## config.mk

```make
export PLATFORM = sky130hd
export DESIGN_NAME = adsr_envelope_gen_flat
export DESIGN_NICKNAME = d
export VERILOG_FILES = /design/src/rtl/adsr_pkg.sv /design/src/rtl/adsr_envelope_gen_if.sv /design/src/rtl/adsr_rate_timer.sv /design/src/rtl/adsr_envelope_gen.sv /design/src/flat_wrapper.sv
export SDC_FILE = /design/constraint.sdc
export NUM_CORES = 1
export LEC_CHECK = 0
export ABC_CLOCK_PERIOD_IN_PS = 5550
export CAP_MARGIN = 0
export CELL_PAD_IN_SITES_DETAIL_PLACEMENT = 0
export CELL_PAD_IN_SITES_GLOBAL_PLACEMENT = 1
export CORE_ASPECT_RATIO = 0.6
export CORE_UTILIZATION = 44
export DETAILED_ROUTE_END_ITERATION = 10
export PLACE_DENSITY_LB_ADDON = 0.1
export SYNTH_ARGS = -nofsm -noshare
export SYNTH_HDL_FRONTEND = slang
export SYNTH_SLANG_ARGS = --single-unit
export TNS_END_PERCENT = 5
```

## constraint.sdc

```tcl
create_clock -name clk -period 5.55 [get_ports clk]
set_input_delay 1.11 -clock clk [delete_from_list [all_inputs] [get_ports clk]]
set_output_delay 1.11 -clock clk [all_outputs]
set_load 0.05 [all_outputs]
```

## src/rtl/adsr_pkg.sv

```systemverilog
// Shared state encoding, level limits and saturating level arithmetic for the
// ADSR envelope generator.
package adsr_pkg;

    typedef logic [2:0] adsr_state_t;

    localparam adsr_state_t ST_IDLE    = 3'd0;
    localparam adsr_state_t ST_ATTACK  = 3'd1;
    localparam adsr_state_t ST_DECAY   = 3'd2;
    localparam adsr_state_t ST_SUSTAIN = 3'd3;
    localparam adsr_state_t ST_RELEASE = 3'd4;

    localparam logic [7:0] ENV_MAX = 8'hFF;
    localparam logic [7:0] ENV_MIN = 8'h00;

    function automatic logic [7:0] sat_inc(input logic [7:0] v);
        return (v == ENV_MAX) ? ENV_MAX : v + 8'd1;
    endfunction

    function automatic logic [7:0] floor_sub(input logic [7:0] v, input logic [7:0] amt);
        return (v > amt) ? v - amt : ENV_MIN;
    endfunction

endpackage

```

## src/rtl/adsr_envelope_gen_if.sv

```systemverilog
// Control/level bundle between the register file, the envelope generator and
// the amplitude modulator. master drives the controls, slave produces the envelope.
interface adsr_envelope_gen_if #(
    parameter int RATE_W = 8
);
    logic              sample_tick;
    logic              gate;
    logic [RATE_W-1:0] attack_rate;
    logic [RATE_W-1:0] decay_rate;
    logic [7:0]        sustain_level;
    logic [RATE_W-1:0] release_rate;
    logic [7:0]        envelope_value;
    logic [2:0]        env_state;
    logic              env_active;

    modport master (
        output sample_tick, gate, attack_rate, decay_rate, sustain_level, release_rate,
        input  envelope_value, env_state, env_active
    );

    modport slave (
        input  sample_tick, gate, attack_rate, decay_rate, sustain_level, release_rate,
        output envelope_value, env_state, env_active
    );
endinterface

```

## src/rtl/adsr_rate_timer.sv

```systemverilog
// Sample-tick step timer: fires one step every (rate+1) << RATE_SHIFT ticks.
// clear_i restarts the period (used on every envelope state change).
module adsr_rate_timer #(
    parameter int RATE_W     = 8,
    parameter int RATE_SHIFT = 0
) (
    input  logic              clk,
    input  logic              rst,
    input  logic              tick_i,
    input  logic              clear_i,
    input  logic [RATE_W-1:0] rate_i,
    output logic              step_o
);
    localparam int CW = RATE_W + RATE_SHIFT;

    logic [CW-1:0] cnt_q, cnt_d;
    logic [CW-1:0] terminal;
    logic          at_term;

    // ((rate+1) << S) - 1 == (rate << S) | ((1 << S) - 1), which never overflows CW bits
    assign terminal = (CW'(rate_i) << RATE_SHIFT) | CW'((1 << RATE_SHIFT) - 1);
    assign at_term  = (cnt_q == terminal);
    assign step_o   = tick_i & at_term;

    always_comb begin
        cnt_d = cnt_q;
        if (clear_i) begin
            cnt_d = '0;
        end else if (tick_i) begin
            cnt_d = at_term ? '0 : cnt_q + CW'(1);
        end
    end

    always_ff @(posedge clk or posedge rst) begin
        if (rst) begin
            cnt_q <= '0;
        end else begin
            cnt_q <= cnt_d;
        end
    end

endmodule

```

## src/rtl/adsr_envelope_gen.sv

```systemverilog
// ADSR envelope generator: gate-driven five-state sequencer stepping an 8-bit level.
// Build option ADSR_EXP_DECAY_EN selects max(1, env>>3) decay/release steps.
//
// state      | meaning
// -----------+--------------------------------------------------------
// ST_IDLE    | no note; level held at 0
// ST_ATTACK  | level rises by 1 per step until 0xFF
// ST_DECAY   | level falls per step until it reaches sustain_level
// ST_SUSTAIN | level follows sustain_level live while gate held
// ST_RELEASE | level falls per step until 0, then back to idle
module adsr_envelope_gen
    import adsr_pkg::*;
#(
    parameter int RATE_W     = 8,
    parameter int RATE_SHIFT = 0
) (
    input  logic                clk,
    input  logic                rst,
    adsr_envelope_gen_if.slave  env_if
);

    adsr_state_t       state_q, state_d;
    logic [7:0]        env_q, env_d;
    logic              gate_q;
    logic              rise, fall;
    logic              step;
    logic              timer_clear;
    logic [RATE_W-1:0] rate_sel;
    logic [7:0]        dec_amt;
    logic [7:0]        dec_val;
    logic [7:0]        inc_val;

    assign rise = env_if.gate & ~gate_q;
    assign fall = ~env_if.gate & gate_q;

    always_comb begin
        case (state_q)
            ST_ATTACK:  rate_sel = env_if.attack_rate;
            ST_DECAY:   rate_sel = env_if.decay_rate;
            ST_RELEASE: rate_sel = env_if.release_rate;
            default:    rate_sel = '0;
        endcase
    end

`ifdef ADSR_EXP_DECAY_EN
    assign dec_amt = (env_q[7:3] == 5'd0) ? 8'd1 : {3'b000, env_q[7:3]};
`else
    assign dec_amt = 8'd1;
`endif

    assign dec_val = floor_sub(env_q, dec_amt);
    assign inc_val = sat_inc(env_q);

    assign timer_clear = (state_d != state_q);

    adsr_rate_timer #(
        .RATE_W     (RATE_W),
        .RATE_SHIFT (RATE_SHIFT)
    ) u_rate_timer (
        .clk     (clk),
        .rst     (rst),
        .tick_i  (env_if.sample_tick),
        .clear_i (timer_clear),
        .rate_i  (rate_sel),
        .step_o  (step)
    );

    always_ff @(posedge clk or posedge rst) begin
        if (rst) begin
            state_q <= ST_IDLE;
            env_q   <= ENV_MIN;
            gate_q  <= 1'b0;
        end else begin
            state_q <= state_d;
            env_q   <= env_d;
            gate_q  <= env_if.gate;
        end
    end

    // Gate edges are tested first so they pre-empt level targets and discard a coincident step.
    always_comb begin
        state_d = state_q;
        env_d   = env_q;
        case (state_q)
            ST_IDLE: begin
                env_d = ENV_MIN;
                if (rise) state_d = ST_ATTACK;
            end
            ST_ATTACK: begin
                if (fall) begin
                    state_d = ST_RELEASE;
                end else if (env_q == ENV_MAX) begin
                    state_d = ST_DECAY;
                end else if (step) begin
                    env_d = inc_val;
                    if (inc_val == ENV_MAX) state_d = ST_DECAY;
                end
            end
            ST_DECAY: begin
                if (fall) begin
                    state_d = ST_RELEASE;
                end else if (rise) begin
                    state_d = ST_ATTACK;
                end else if (env_q <= env_if.sustain_level) begin
                    state_d = ST_SUSTAIN;
                    env_d   = env_if.sustain_level;
                end else if (step) begin
                    if (dec_val <= env_if.sustain_level) begin
                        state_d = ST_SUSTAIN;
                        env_d   = env_if.sustain_level;
                    end else begin
                        env_d = dec_val;
                    end
                end
            end
            ST_SUSTAIN: begin
                if (fall) begin
                    state_d = ST_RELEASE;
                end else if (rise) begin
                    state_d = ST_ATTACK;
                end else begin
                    env_d = env_if.sustain_level;
                end
            end
            ST_RELEASE: begin
                if (rise) begin
                    state_d = ST_ATTACK;
                end else if (env_q == ENV_MIN) begin
                    state_d = ST_IDLE;
                end else if (step) begin
                    env_d = dec_val;
                    if (dec_val == ENV_MIN) state_d = ST_IDLE;
                end
            end
            default: begin
                state_d = ST_IDLE;
                env_d   = ENV_MIN;
            end
        endcase
    end

    always_comb begin
        env_if.envelope_value = env_q;
        env_if.env_state      = state_q;
        env_if.env_active     = (state_q != ST_IDLE);
    end

endmodule

```

## src/flat_wrapper.sv

```systemverilog
// flat-port wrapper written by rule: the top's interface ports become plain ports
module adsr_envelope_gen_flat import adsr_pkg::*;
#(
    parameter int RATE_W     = 8,
    parameter int RATE_SHIFT = 0
)
  (clk, rst, env_if_sample_tick, env_if_gate, env_if_attack_rate, env_if_decay_rate, env_if_sustain_level, env_if_release_rate, env_if_envelope_value, env_if_env_state, env_if_env_active);
  adsr_envelope_gen_if #(.RATE_W(RATE_W)) env_if_i ();
  input  logic clk;
  input  logic rst;
  input wire logic [$bits(env_if_i.sample_tick)-1:0] env_if_sample_tick;
  input wire logic [$bits(env_if_i.gate)-1:0] env_if_gate;
  input wire logic [$bits(env_if_i.attack_rate)-1:0] env_if_attack_rate;
  input wire logic [$bits(env_if_i.decay_rate)-1:0] env_if_decay_rate;
  input wire logic [$bits(env_if_i.sustain_level)-1:0] env_if_sustain_level;
  input wire logic [$bits(env_if_i.release_rate)-1:0] env_if_release_rate;
  output wire logic [$bits(env_if_i.envelope_value)-1:0] env_if_envelope_value;
  output wire logic [$bits(env_if_i.env_state)-1:0] env_if_env_state;
  output wire logic [$bits(env_if_i.env_active)-1:0] env_if_env_active;
  assign env_if_i.sample_tick = env_if_sample_tick;
  assign env_if_i.gate = env_if_gate;
  assign env_if_i.attack_rate = env_if_attack_rate;
  assign env_if_i.decay_rate = env_if_decay_rate;
  assign env_if_i.sustain_level = env_if_sustain_level;
  assign env_if_i.release_rate = env_if_release_rate;
  assign env_if_envelope_value = env_if_i.envelope_value;
  assign env_if_env_state = env_if_i.env_state;
  assign env_if_env_active = env_if_i.env_active;
  adsr_envelope_gen #(.RATE_W(RATE_W), .RATE_SHIFT(RATE_SHIFT)) u_core (.clk(clk), .rst(rst), .env_if(env_if_i));
endmodule
```

==> results of run 1 <==
-- how the worst min path moves through the flow --
stage                     slack [ps]  cells after the start                         start                      endpoint
final                            650                      2  u_core.u_rate_timer.cnt_q[6]  u_core.u_rate_timer.cnt_q[6]
after global routing             680                      2  u_core.u_rate_timer.cnt_q[6]  u_core.u_rate_timer.cnt_q[6]
after CTS                        650                      2  u_core.u_rate_timer.cnt_q[6]  u_core.u_rate_timer.cnt_q[6]
after detailed placement         640                      2  u_core.u_rate_timer.cnt_q[6]  u_core.u_rate_timer.cnt_q[6]
after global placement           630                      2  u_core.u_rate_timer.cnt_q[6]  u_core.u_rate_timer.cnt_q[6]
after floorplan                  580                      2  u_core.u_rate_timer.cnt_q[7]  u_core.u_rate_timer.cnt_q[7]
-- where the power goes --
part | leakage (nW) | internal, mW | switching [mW]
Sequential | 0.271 | 0.175 | 0.137
Combinational | 0.979 | 0.496 | 0.734
Clock | 0.0357 | 0.0963 | 0.0532
Total | 1.29 | 0.767 | 0.924
-- logic make-up (layout without fill, tap and decap cells) --
family,count (synthesis),after routing,synth area share
fa+ha+maj,20,20,0.0876
buf+inv,41,68,0.0723
flops,20,20,0.175
compound gates,92,92,0.214
simple gates,153,153,0.363
mux,12,12,0.0574
xor+xnor,10,10,0.0307
-- sequential cells by signal, indices dropped and copies added, names as in the netlist --
name,cells
u_core.env_if.env_state,3
u_core.env_if.envelope_value,8
u_core.gate_q,1
u_core.u_rate_timer.cnt_q,8
-- per-stage QoR --
| step | std cells | setup slack, ps | utilization | cell area (µm²) |
|---|---|---|---|---|
| finish | 459 | 1680 | 0.545 | 3380 |
| global route | 459 | 1420 | 0.545 | 3380 |
| CTS | 459 | 1710 | 0.545 | 3380 |
| detailed placement | 455 | 1670 | 0.534 | 3300 |
| global placement | 455 | 1670 | 0.534 | 3300 |
| floorplan | 348 | 1660 | - | 2860 |
-- per-layer routing --
layer  vias to the layer above  wire [µm]  GRT usage
li1                       1405          -          -
met1                      1357       4920      0.468
met2                       139       3260      0.328
met3                         4        931     0.0734
met4                         0         30     0.0313
met5                         -          0          0
-- critical path, stage by stage (launching register included) --
cell and delay [ps]:
dfrtp_1 560, inv_1 220, ha_1 220, nor3b_1 450, nand2_1 110, mux2_2 350, ha_1 340, nand4_1 160
o21a_1 240, o21ai_0 190, buf_4 260, nor3_1 90, o31ai_4 440, nor3_1 110
-- cell usage in the layout (no fill, tap or decap), drive strengths merged, types with 3 or more instances in the layout --
cell type	netlist	routed
a21oi	26	26
a22oi	6	6
a31oi	8	8
and3	3	3
and4	5	5
buf	15	4
clkbuf	13	3
clkdlybuf4s50	0	47
dfrtp	20	20
ha	20	20
inv	13	13
mux2	11	11
nand2	25	25
nand2b	5	5
nand3	11	11
nand4	18	18
nand4bb	24	24
nor2	12	12
nor2b	5	5
nor3	10	10
nor3b	8	8
nor4	4	4
nor4b	7	7
o211ai	11	11
o21a	3	3
o21ai	16	16
o31ai	5	5
or2	4	4
or3	5	5
or4	3	3
xnor2	10	10
-- cell type report --
class / instances / area [µm²]
Inverter: 13 / 48.8
Sequential cell: 20 / 500
Multi-Input combinational cell: 287 / 2150
Fill cell: 606 / 2820
Tap cell: 84 / 105
Timing Repair Buffer: 51 / 500
Clock inverter: 1 / 30.0
Clock buffer: 3 / 41.3
==> metrics.cfg, run 1 <==
[yosys]
synth_cell_types = 58
syn-cell-area_um2 = 2860
synth_largest_area_cell = dfrtp_1
synth-edff-count = 0
ys.flop_type = dfrtp_1
netlist_instances = 348
ys_top_cells_by_count = 25 x a21oi_1, 25 x nand2_1, 22 x nand4bb_1, 20 x dfrtp_1, 20 x ha_1
seq_area_frac_synth = 0.175
synth.top_cell.area_share = 0.175
syn_nets = 404
async_flop_share = 1.00
yosys_warnings = 0
ys_top_cells_by_area = dfrtp_1 18%, ha_1 8.8%, nand4bb_1 8.7%
synth_seq_cells = 20
syn_avg_cell_area_um2 = 8.21

[setup_path]
worst-r2r-setup-slack_ps = 1680
cp_data_required_time_ps = 5680
critPathMaxFanout = 13
cp-startpoint = u_core.env_if.envelope_value[0]
rr_endpoint = u_core.u_rate_timer.cnt_q[1]
ff2ff_path_depth = 13
setup.worst_path.end = u_core.u_rate_timer.cnt_q[1]
critPathKind = reg2reg
endpoint_kind = flip-flop
cp-start-kind = flip-flop
r2r_start = u_core.env_if.envelope_value[0]
arrival_ps = 4000

[sta]
drv_slew = 0
hold_viol_final = 0
finalClockSkew_ps = 10.9
timing.setup.tns_ps = 0
setup_violations = 0
slew-limit-headroom = 0.344
period_minus_slack_ps = 3870
fmax_ghz = 0.258
fin_crit_sh = 0.698
whs_ps = 650
rsz0062_at_grt = false
tightest_slew_ps = 984

[cells_and_area]
drive_gt1_frac = 0.0960
nNetsFinal = 432
syn_to_final_growth_pct = 18.2
antenna_cells = 0

[clock_tree]
clkSlewWorstSetupHoldPaths_ps = 70
cts_post_setup_buffers_inserted = 0
cts_hold_buf = 0
root_buffer = clkbuf_8
cts-resized-gates = 0
cts_sinks = 20
cts_buffer_depth = 2
htree_levels = 1
insertion_delay_ps = 270
cts_buffers = 3
cts_tree = done

[power_and_ir_drop]
total_power_mw = 1.69
leakage_nw = 1.29
irDropWorstVdd_uv = 400
power_density_nw_per_um2 = 501

[floorplanning]
start_util = 0.461
dieArea_um2 = 6830
die_h_um = 64.4
num_rows = 22
coreArea_um2 = 6190
die_x_um = 106
ioPinCount = 48

[grt]
antenna_found_initial = 0
grt-ovfl-total = 0
grt_first_pass_wirelength_um = 14600
grt_pass1_vias = 2668
grt_max_degree = 56
grt.total_usage = 0.275

[job]
maxCapViolations = 0

[run_status]
outcome = completed

[drt]
first_pass_iters = 5
routedWlPerCell_um = 19.9
drt_iter0_markers = 316
via_per_inst = 6.33
wl_um = 9140
vias = 2905
drc = 0
detail-route-antenna-nets = 0

[worst_hold_path]
hold_class = reg2reg

[placed_design]
io_buffer_count = 47
finalWeightedCongestion = 0.996
place_hpwl_um = 7130

Power figures use the tool's default switching activity.
==> run 2: changes to the inputs <==
--- a/config.mk
+++ b/config.mk
@@ -5,12 +5,12 @@
 export SDC_FILE = /design/constraint.sdc
 export NUM_CORES = 1
 export LEC_CHECK = 0
-export ABC_CLOCK_PERIOD_IN_PS = 5550
+export ABC_CLOCK_PERIOD_IN_PS = 3700
 export CAP_MARGIN = 0
 export CELL_PAD_IN_SITES_DETAIL_PLACEMENT = 0
 export CELL_PAD_IN_SITES_GLOBAL_PLACEMENT = 1
 export CORE_ASPECT_RATIO = 0.6
-export CORE_UTILIZATION = 44
+export CORE_UTILIZATION = 41
 export DETAILED_ROUTE_END_ITERATION = 10
 export PLACE_DENSITY_LB_ADDON = 0.1
 export SYNTH_ARGS = -nofsm -noshare
==> constraint.sdc (replaced) <==
create_clock -name clk -period 3.7 [get_ports clk]
set_input_delay 0.74 -clock clk [delete_from_list [all_inputs] [get_ports clk]]
set_output_delay 0.74 -clock clk [all_outputs]
set_load 0.05 [all_outputs]
==> metrics.cfg, run 2 (synthesis results as in run 1) <==
[power_and_ir_drop]
switching_power_mw = 1.45  ; +57%
irDropWorstVdd_uv = 414  ; +3.4%
p_int_mw = 1.38  ; +80%
power_density_nw_per_um2 = 792  ; +58%
p_seq_frac = 0.134  ; -0.051
total_power_mw = 2.84  ; +68%
pwr-share-clk = 0.108  ; +0.020
leakage_nw = 1.39  ; +8.1%
combinationalPowerShare = 0.759  ; +0.032
switching_share = 0.512  ; -0.0340

[clock_tree]
root_buffer = clkbuf_16
cts_tree = done
cts_sinks = 20  ; unchanged
cts_buffer_depth = 2  ; unchanged
clkSlewWorstSetupHoldPaths_ps = 60  ; about the same
cts_buffers = 3  ; unchanged
htree_levels = 1  ; unchanged
insertion_delay_ps = 250  ; -20 ps

[cells_and_area]
filler_cell_count = 623  ; +2.8%
drive_gt1_frac = 0.158  ; +0.0618
syn_to_final_growth_pct = 25.3
design_area_um2 = 3580  ; +6.0%
final_common_cell = clkdlybuf4s50_1
antenna_cells = 0  ; unchanged
layout_common_cells = 47 x clkdlybuf4s50_1, 25 x nand2_1, 24 x a21oi_1, 22 x nand4bb_1, 22 x buf_4
nNetsFinal = 450  ; +4.2%

[placed_design]
place_hpwl_um = 7210  ; +1.1%
finalWeightedCongestion = 0.931  ; -6.5%
io_buffer_count = 47  ; unchanged
place_area_um2 = 3420  ; +3.4%
dp_worst_setup_slack_ps = 1.11  ; -1670 ps

[sta]
fin_crit_sh = 0.972  ; +0.274
setup_slack_ps = 103  ; -1570 ps
tightest_slew_ps = 854  ; -130 ps
slew-limit-headroom = 0.429  ; +0.0849
hold_viol_final = 0  ; unchanged
drv_slew = 0  ; unchanged
finalClockSkew_ps = 2.55  ; -8.33 ps
period_minus_slack_ps = 3600  ; -277 ps
setup_violations = 0  ; unchanged
fmax_ghz = 0.278  ; +7.7%

[drt]
detail-route-antenna-nets = 0  ; unchanged
drc = 0  ; unchanged
vias = 2989  ; +2.9%
first_pass_iters = 5  ; unchanged
routedWlPerCell_um = 19.2  ; -3.6%
wl_um = 9210  ; +0.79%
drt_iter0_markers = 325  ; +2.8%
via_per_inst = 6.23  ; -1.6%

[job]
maxCapViolations = 0  ; unchanged

[floorplanning]
die_h_um = 66.7  ; +3.5%
start_util = 0.426  ; -0.0352
die_x_um = 110  ; +3.5%
num_rows = 23  ; +4.5%
ioPinCount = 48  ; unchanged
coreArea_um2 = 6710  ; +8.3%
dieArea_um2 = 7320  ; +7.1%

[setup_path]
cp-start-kind = flip-flop
arrival_ps = 3790  ; -210 ps
critPathMaxFanout = 9  ; -4
cp_data_required_time_ps = 3900  ; -1780 ps
endpoint_kind = flip-flop
critPathKind = reg2reg

[grt]
antenna_found_initial = 1  ; +1
grt-ovfl-total = 0  ; unchanged
grt.total_usage = 0.256  ; -0.0196
grt_pass1_vias = 2467  ; -7.5%
grt_first_pass_wirelength_um = 14000  ; -3.7%
grt_max_degree = 32  ; -43%

[run_status]
outcome = completed

[worst_hold_path]
hold_class = reg2reg

run 2: worst paths after layout:
check	startpoint	end	slack [ps]	cells after the start
max	u_core.env_if.envelope_value[0]	u_core.env_if.envelope_value[0]	100	13
min	u_core.env_if.envelope_value[1]	u_core.env_if.envelope_value[1]	590	1
max reg2reg	u_core.env_if.envelope_value[0]	u_core.env_if.envelope_value[0]	100	13
min reg2reg	u_core.env_if.envelope_value[1]	u_core.env_if.envelope_value[1]	590	1
max in group asynchronous	rst	u_core.env_if.envelope_value[1]	2210	2
min in group asynchronous	rst	u_core.u_rate_timer.cnt_q[0]	940	2
run 2: per-stage QoR:
stage	utilization	hold slack (ps)	TNS, ps	instances
floorplan	-	583	0	348
global placement	0.509	583	0	472
detailed placement	0.509	579	0	472
CTS	0.525	592	0	476
global route	0.534	609	-57.3	480
finish	0.534	593	0	480
run 2: power groups by stage:
stage | clock (mW) | combinational (mW) | sequential (mW)
after floorplan | 0 | 1.35 | 0.449
after global placement | 0 | 2.01 | 0.387
after detailed placement | 0 | 2.00 | 0.384
after CTS | 0.306 | 2.01 | 0.380
after global routing | 0.323 | 2.31 | 0.391
final | 0.305 | 2.15 | 0.379
run 2: final cells by class:
| class | count | area, µm² | share of cell area |
|---|---|---|---|
| Inverter | 13 | 48.8 | 0.0136 |
| Sequential cell | 20 | 503 | 0.141 |
| Clock inverter | 1 | 30.0 | 0.00839 |
| Clock buffer | 3 | 75.1 | 0.0210 |
| Timing Repair Buffer | 69 | 636 | 0.178 |
| Multi-Input combinational cell | 287 | 2180 | 0.609 |
| Tap cell | 87 | 109 | 0.0304 |
run 2: critical path, cell delays in order, from the launching register on:
cell     delay (ps)
dfrtp_2         470
buf_4           160
ha_1            190
or2_2           300
and3_1          310
nor2_1          310
ha_1            300
nand4_1         120
o21a_1          160
o21ai_0         220
buf_4           260
or4_1           480
nand3_1         110
mux2_4          150
run 2: repair_timing:
item / in CTS / in global routing
hold buffers: 0 / 0
setup buffers: 0 / 4
setup endpoints to repair: 1 / 10
endpoints found under the hold margin: 0 / 0
cloned: 0 / 0
gates resized for setup: 1 / 6
run 2: layer usage:
| layer | track usage | vias up | wire length [µm] |
|---|---|---|---|
| met5 | 0 | - | 12 |
| met4 | 0.0233 | 2 | 19 |
| met2 | 0.294 | 149 | 3200 |
| li1 | - | 1441 | - |
| met3 | 0.0734 | 4 | 1010 |
| met1 | 0.438 | 1393 | 4970 |
